==> src/rtl/key_pulse_pkg.sv <==
// rtl/key_pulse_pkg.sv - shared mode and repeat-state types for the key front end
package key_pulse_pkg;

  typedef enum logic [1:0] {
    MODE_RISE   = 2'b00,
    MODE_FALL   = 2'b01,
    MODE_BOTH   = 2'b10,
    MODE_REPEAT = 2'b11
  } pulse_mode_e;

  typedef enum logic [1:0] {
    IDLE   = 2'b00,
    HOLD   = 2'b01,
    REPEAT = 2'b10
  } rep_state_e;

  function automatic int max_int(input int a, input int b);
    return (a > b) ? a : b;
  endfunction

endpackage

==> src/rtl/key_pulse_channel.sv <==
// rtl/key_pulse_channel.sv - one key: synchroniser, debounce, edge detect, hold-repeat
module key_pulse_channel
  import key_pulse_pkg::*;
#(
  parameter int DEBOUNCE_CYCLES = 16,
  parameter int HOLD_CYCLES     = 1000,
  parameter int REPEAT_CYCLES   = 200
) (
  input  logic        clk,
  input  logic        rst_n,
  input  logic        key,
  input  pulse_mode_e mode,
  output logic        level,
  output logic        pulse
);

  localparam int DB_W   = $clog2(DEBOUNCE_CYCLES + 1);
  localparam int RP_MAX = max_int(HOLD_CYCLES, REPEAT_CYCLES);
  localparam int RP_W   = $clog2(RP_MAX + 1);

  localparam logic [DB_W-1:0] DB_LAST   = DB_W'(DEBOUNCE_CYCLES - 1);
  localparam logic [RP_W-1:0] HOLD_LAST = RP_W'(HOLD_CYCLES - 1);
  localparam logic [RP_W-1:0] REP_LAST  = RP_W'(REPEAT_CYCLES - 1);

  logic            s1_q, s2_q;
  logic            stable_q, stable_d;
  logic            stable_dly_q;
  logic [DB_W-1:0] cnt_q, cnt_d;
  logic [RP_W-1:0] rep_cnt_q, rep_cnt_d;
  rep_state_e      state_q, state_d;
  logic            pulse_q, pulse_d;

  logic rise, fall, repeat_en, rep_fire;

  always_comb begin
    stable_d = stable_q;
    cnt_d    = cnt_q;
    // any sample agreeing with the accepted level restarts the stability count
    if (s2_q == stable_q) begin
      cnt_d = '0;
    end else if (cnt_q == DB_LAST) begin
      stable_d = s2_q;
      cnt_d    = '0;
    end else begin
      cnt_d = cnt_q + DB_W'(1);
    end
  end

  assign rise      = stable_q & ~stable_dly_q;
  assign fall      = ~stable_q & stable_dly_q;
  assign repeat_en = stable_q && (mode == MODE_REPEAT);

  always_comb begin
    state_d   = state_q;
    rep_cnt_d = rep_cnt_q;
    rep_fire  = 1'b0;
    case (state_q)
      IDLE: begin
        if (rise && (mode == MODE_REPEAT)) begin
          state_d   = HOLD;
          rep_cnt_d = '0;
        end
      end
      HOLD: begin
        if (!repeat_en) begin
          state_d   = IDLE;
          rep_cnt_d = '0;
        end else if (rep_cnt_q == HOLD_LAST) begin
          rep_fire  = 1'b1;
          state_d   = REPEAT;
          rep_cnt_d = '0;
        end else begin
          rep_cnt_d = rep_cnt_q + RP_W'(1);
        end
      end
      REPEAT: begin
        if (!repeat_en) begin
          state_d   = IDLE;
          rep_cnt_d = '0;
        end else if (rep_cnt_q == REP_LAST) begin
          rep_fire  = 1'b1;
          rep_cnt_d = '0;
        end else begin
          rep_cnt_d = rep_cnt_q + RP_W'(1);
        end
      end
      default: begin
        state_d   = IDLE;
        rep_cnt_d = '0;
      end
    endcase
  end

  always_comb begin
    pulse_d = rep_fire;
    if (rise && (mode != MODE_FALL)) begin
      pulse_d = 1'b1;
    end
    if (fall && ((mode == MODE_FALL) || (mode == MODE_BOTH))) begin
      pulse_d = 1'b1;
    end
  end

  always_ff @(posedge clk or negedge rst_n) begin
    if (!rst_n) begin
      s1_q         <= 1'b0;
      s2_q         <= 1'b0;
      stable_q     <= 1'b0;
      stable_dly_q <= 1'b0;
      cnt_q        <= '0;
      rep_cnt_q    <= '0;
      state_q      <= IDLE;
      pulse_q      <= 1'b0;
    end else begin
      s1_q         <= key;
      s2_q         <= s1_q;
      stable_q     <= stable_d;
      stable_dly_q <= stable_q;
      cnt_q        <= cnt_d;
      rep_cnt_q    <= rep_cnt_d;
      state_q      <= state_d;
      pulse_q      <= pulse_d;
    end
  end

  assign level = stable_q;
  assign pulse = pulse_q;

endmodule

==> src/rtl/key_pulse_detector.sv <==
// rtl/key_pulse_detector.sv - N-channel debounced key front end with event pulses
module key_pulse_detector
  import key_pulse_pkg::*;
#(
  parameter int N_KEYS          = 4,
  parameter int DEBOUNCE_CYCLES = 16,
  parameter int HOLD_CYCLES     = 1000,
  parameter int REPEAT_CYCLES   = 200
) (
  input  logic              clk,
  input  logic              rst_n,
  input  logic [N_KEYS-1:0] key,
  input  logic [1:0]        mode,
  output logic [N_KEYS-1:0] level,
  output logic [N_KEYS-1:0] pulse,
  output logic              any_pulse
);

  pulse_mode_e mode_e;
  logic        any_pulse_q;

  assign mode_e = pulse_mode_e'(mode);

  for (genvar g = 0; g < N_KEYS; g++) begin : g_chan
    key_pulse_channel #(
      .DEBOUNCE_CYCLES(DEBOUNCE_CYCLES),
      .HOLD_CYCLES    (HOLD_CYCLES),
      .REPEAT_CYCLES  (REPEAT_CYCLES)
    ) u_chan (
      .clk  (clk),
      .rst_n(rst_n),
      .key  (key[g]),
      .mode (mode_e),
      .level(level[g]),
      .pulse(pulse[g])
    );
  end

  always_ff @(posedge clk or negedge rst_n) begin
    if (!rst_n) begin
      any_pulse_q <= 1'b0;
    end else begin
      any_pulse_q <= |pulse;
    end
  end

  assign any_pulse = any_pulse_q;

endmodule

==> config.mk <==
export PLATFORM = sky130hd
export DESIGN_NAME = key_pulse_detector
export DESIGN_NICKNAME = d
export VERILOG_FILES = /design/src/rtl/key_pulse_pkg.sv /design/src/rtl/key_pulse_channel.sv /design/src/rtl/key_pulse_detector.sv
export SDC_FILE = /design/constraint.sdc
export NUM_CORES = 1
export LEC_CHECK = 0
export ABC_CLOCK_PERIOD_IN_PS = 2300
export CORE_MARGIN = 2
export CORE_UTILIZATION = 45
export DETAILED_ROUTE_END_ITERATION = 12
export REMOVE_ABC_BUFFERS = 1
export SETUP_SLACK_MARGIN = 0.15
export SLEW_MARGIN = 10
export SYNTH_ARGS = -nofsm -noshare
export SYNTH_HDL_FRONTEND = slang
export SYNTH_SLANG_ARGS = --single-unit
==> constraint.sdc <==
create_clock -name clk -period 2.3 [get_ports clk]
set_input_delay 0.23 -clock clk [delete_from_list [all_inputs] [get_ports clk]]
set_output_delay 0.23 -clock clk [all_outputs]
set_load 0.1 [all_outputs]
==> run_results.csv <==
group,metric,value,unit
global_route,grt_max_degree,56,
detailed_routing,postRouteAntennaNets,0,
pwr,power.share.combinational,18.1,%
worst_setup_path,crit_chain,"ha_1 -> nand4_1 -> o41a_1 -> or2_0 -> a221o_1",
worst_setup_path,cpLargestDelayFamily,"compound AO/OA/AOI/OAI gates",
detailed_routing,dr_total_vias,3863,
global_route,grt_util_met1,25.08,%
detailed_routing,postRouteWirelength,10080,um
timing,layout_min_cycle_time,2017,ps
synth,yosysWarnings,0,
synth,syn_area,4946,um^2
detailed_routing,drc_errors,0,
detailed_routing,vias_per_cell,5.757,
floorplan,coreArea,10790,um^2
synth,postSynthCellCount,504,
global_route,busiest_layer,"met2",
pwr,p_sw,1.008,mW
placed_design,detailed_place_hpwl,6980,um
cts,clock_latency,380,ps
flow_run,drv_cap,0,
pwr,irDropWorstVdd,370.8,uV
cts,root_buffer,"clkbuf_8",
cts,max-clock-path-buffers,2,
worst_setup_path,required,2570,ps
worst_setup_path,cpMaxStageDelayCell,"o41a_1",
cells_and_area,layout_commonest_cell,"dfrtp_1",
global_route,grtUsageMet3,4.423,%
global_route,grt_overflow,0,
timing,worst_pin_slew,512.4,ps
global_route,grt_pass1_wl,17500,um
synth,async_flop_share,100.0,%
pwr,p_int,2.412,mW
cells_and_area,final_cell_mix,"89 x dfrtp_1, 68 x nand2_1, 28 x nor2_1, 28 x buf_4, 27 x nand3_1",
floorplan,fp.dieH,108.8,um
worst_setup_path,cpPeakStageDelay,540,ps
placed_design,gp_congestion,0.8287,
global_route,grt_pass1_vias,3765,
pwr,p_sw_share,29.47,%
timing,timing.fmax,495.9,MHz
worst_setup_path,crit_buf_inv,0,
worst_setup_path,critPathKind,"flip-flop to flip-flop",
cts,cts_resized,0,
cts,cts.htree.levels,3,
synth,ys_types,54,
detailed_routing,drt_iter0_markers,282,
outcome,outcome,"finished, final reports clean",
synth,synth_edf_count,0,
floorplan,row_count,38,
synth,syn_avg_cell_area,9.813,um^2
placed_design,place_ws,-48.37,ps
cts,clkTransAtPathRegs,90,ps
cells_and_area,multi_input_area,2501,um^2
timing,fin_crit_sh,87.68,%
timing,final-max-slew-violation-count,0,
cells_and_area,drive_gt1_share,12.99,%
detailed_routing,wl_per_cell,15.02,um
cts,cts_tree,"done",
cells_and_area,regArea,2227,um^2
cts,post_cts_buffers,0,
cells_and_area,nFillCells,965,
timing,fin_worst_skew,13.59,ps
worst_setup_path,regToRegSetupSlack,280,ps
floorplan,start_util,45.83,%
global_route,grt_usage,18.66,%
worst_hold_path,hold_class,"input port to flip-flop",
floorplan,dieArea,11850,um^2
placed_design,port_buffers,16,
floorplan,io_pins,17,
timing,whs,291.6,ps
cells_and_area,finalNetCount,556,
floorplan,die_w,108.8,um
synth,synth_seq_cells,89,
cells_and_area,n_antenna_cell,0,
pwr,p_leak,2.316,nW
cts,numClockSinks,89,
timing,setup_viol,0,
global_route,antenna_found_initial,0,
worst_setup_path,cp_max_fo,12,
synth,yosys_most_used_dff,"dfrtp_1",
global_route,grtUsageMet2,29.24,%
pwr,seqPwrFrac,48.4,%
cts,cts_buffers,9,
worst_setup_path,end_kind,"flip-flop",
timing,hold_viol_final,0,
pwr,power_frac_clock,33.5,%
synth,ys_seq_area_share,45.03,%
pwr,power_density,622.3,nW/um^2
detailed_routing,dr.pass1.iters,5,
timing,rsz0062_at_grt,"no",
cells_and_area,syn_to_final_growth,11.13,%
timing,max_slew_margin,64.96,%
worst_setup_path,arrival,2290,ps
worst_setup_path,crit_path_start_kind,"flip-flop",
timing,layout_setup_ws,283.3,ps
-- cells by family after synthesis --
kind of cell             count (synthesis)  synth area share, %
AND/OR/NAND/NOR                        196                20.29
AO/OA/AOI/OAI                          125                19.63
flip-flops                              89                45.03
buffers and inverters                   46                4.402
adder cells (fa/ha/maj)                 22                5.565
XOR/XNOR                                14                2.479
multiplexers                            12                2.606
-- sequential cells by signal, indices dropped and copies added, names as in the netlist --
signal                      cells
g_chan.u_chan.rep_cnt_q        40
g_chan.u_chan.cnt_q            20
g_chan.u_chan.state_q           8
g_chan.u_chan.level             4
g_chan.u_chan.pulse             4
g_chan.u_chan.s1_q              4
g_chan.u_chan.s2_q              4
g_chan.u_chan.stable_dly_q      4
any_pulse                       1
-- metrics by stage --
stage | setup TNS, ps | utilization, % | area, um^2 | cells | power, mW
2_1_floorplan | 0 | - | 4807 | 479 | 2.047
3_3_place_gp | 0 | 48.85 | 5273 | 654 | 2.289
3_5_place_dp | -102.8 | 48.85 | 5273 | 654 | 2.306
4_1_cts | 0 | 50.93 | 5497 | 671 | 3.463
5_1_grt | 0 | 50.93 | 5497 | 671 | 3.599
6_report | 0 | 50.93 | 5497 | 671 | 3.420
-- cells in the mapped netlist, types with 3 or more instances --
cell       number  area [um^2]
and2_1         16        100.1
o211ai_1       17        127.6
o21ai_0        23        115.1
nor2b_1         4        25.02
xor2_1         12        105.1
or4_1           3        22.52
nand4_1         9        56.30
nand3_1        27        135.1
mux2_2          7        78.83
a31oi_4         4        85.08
clkbuf_1       10        37.54
a31oi_1         4        25.02
o21ai_1         3        15.01
o2111ai_1      18        157.7
o311ai_1        9        78.83
a21oi_1        15        75.07
a41oi_1         3        26.28
ha_1           22        275.3
and4bb_2        3        37.54
dfrtp_1        89         2227
nand2b_1        3        18.77
buf_2           6        30.03
a2111oi_0       7        61.31
nand2_1        68        255.2
nor3_1         10        50.05
inv_1          21        78.83
and3_1          9        56.30
mux2i_1         5        50.05
buf_4           8        60.06
nor3b_1         6        45.04
o21a_1          3        22.52
o221ai_1        4        35.03
nor2_1         28        105.1
-- routing by layer --
metal / wire, um / vias up
li1: - / 1898
met1: 4872 / 1888
met2: 4743 / 62
met3: 307 / 15
met4: 153 / 0
met5: 0 / -
-- repair_timing --
| action | CTS | global route |
|---|---|---|
| endpoints found under the hold margin | 34 | 0 |
| setup endpoints to repair | 0 | 0 |
| hold buffers | 1 | 0 |
-- final timing paths --
kind                                               startpoint                             to  cells past startpoint
min in group asynchronous                               rst_n  g_chan[1].u_chan.rep_cnt_q[0]                      2
worst min register to register          g_chan[3].u_chan.s1_q          g_chan[3].u_chan.s2_q                      0
worst max register to register  g_chan[2].u_chan.rep_cnt_q[0]    g_chan[2].u_chan.state_q[0]                      5
worst max-delay path            g_chan[2].u_chan.rep_cnt_q[0]    g_chan[2].u_chan.state_q[0]                      5
worst min-delay path                                   key[1]          g_chan[1].u_chan.s1_q                      1
max in group asynchronous                               rst_n  g_chan[3].u_chan.rep_cnt_q[1]                      3
-- power groups by stage --
stage	registers, mW	logic (mW)	clock network [mW]
floorplan	1.68	0.368	0
global placement	1.68	0.606	0
detailed placement	1.69	0.620	0
CTS	1.65	0.625	1.18
global route	1.66	0.685	1.25
finish	1.65	0.619	1.15
-- final cells by class --
cell class	count	area share (%)
multi-input cells	369	45.50
well taps	140	3.187
flip-flops and latches	89	40.52
repair buffers	36	5.463
clock inverters	5	1.138
inverters	21	1.434
clock buffers	11	2.754
(Power assumes the default switching activity.)
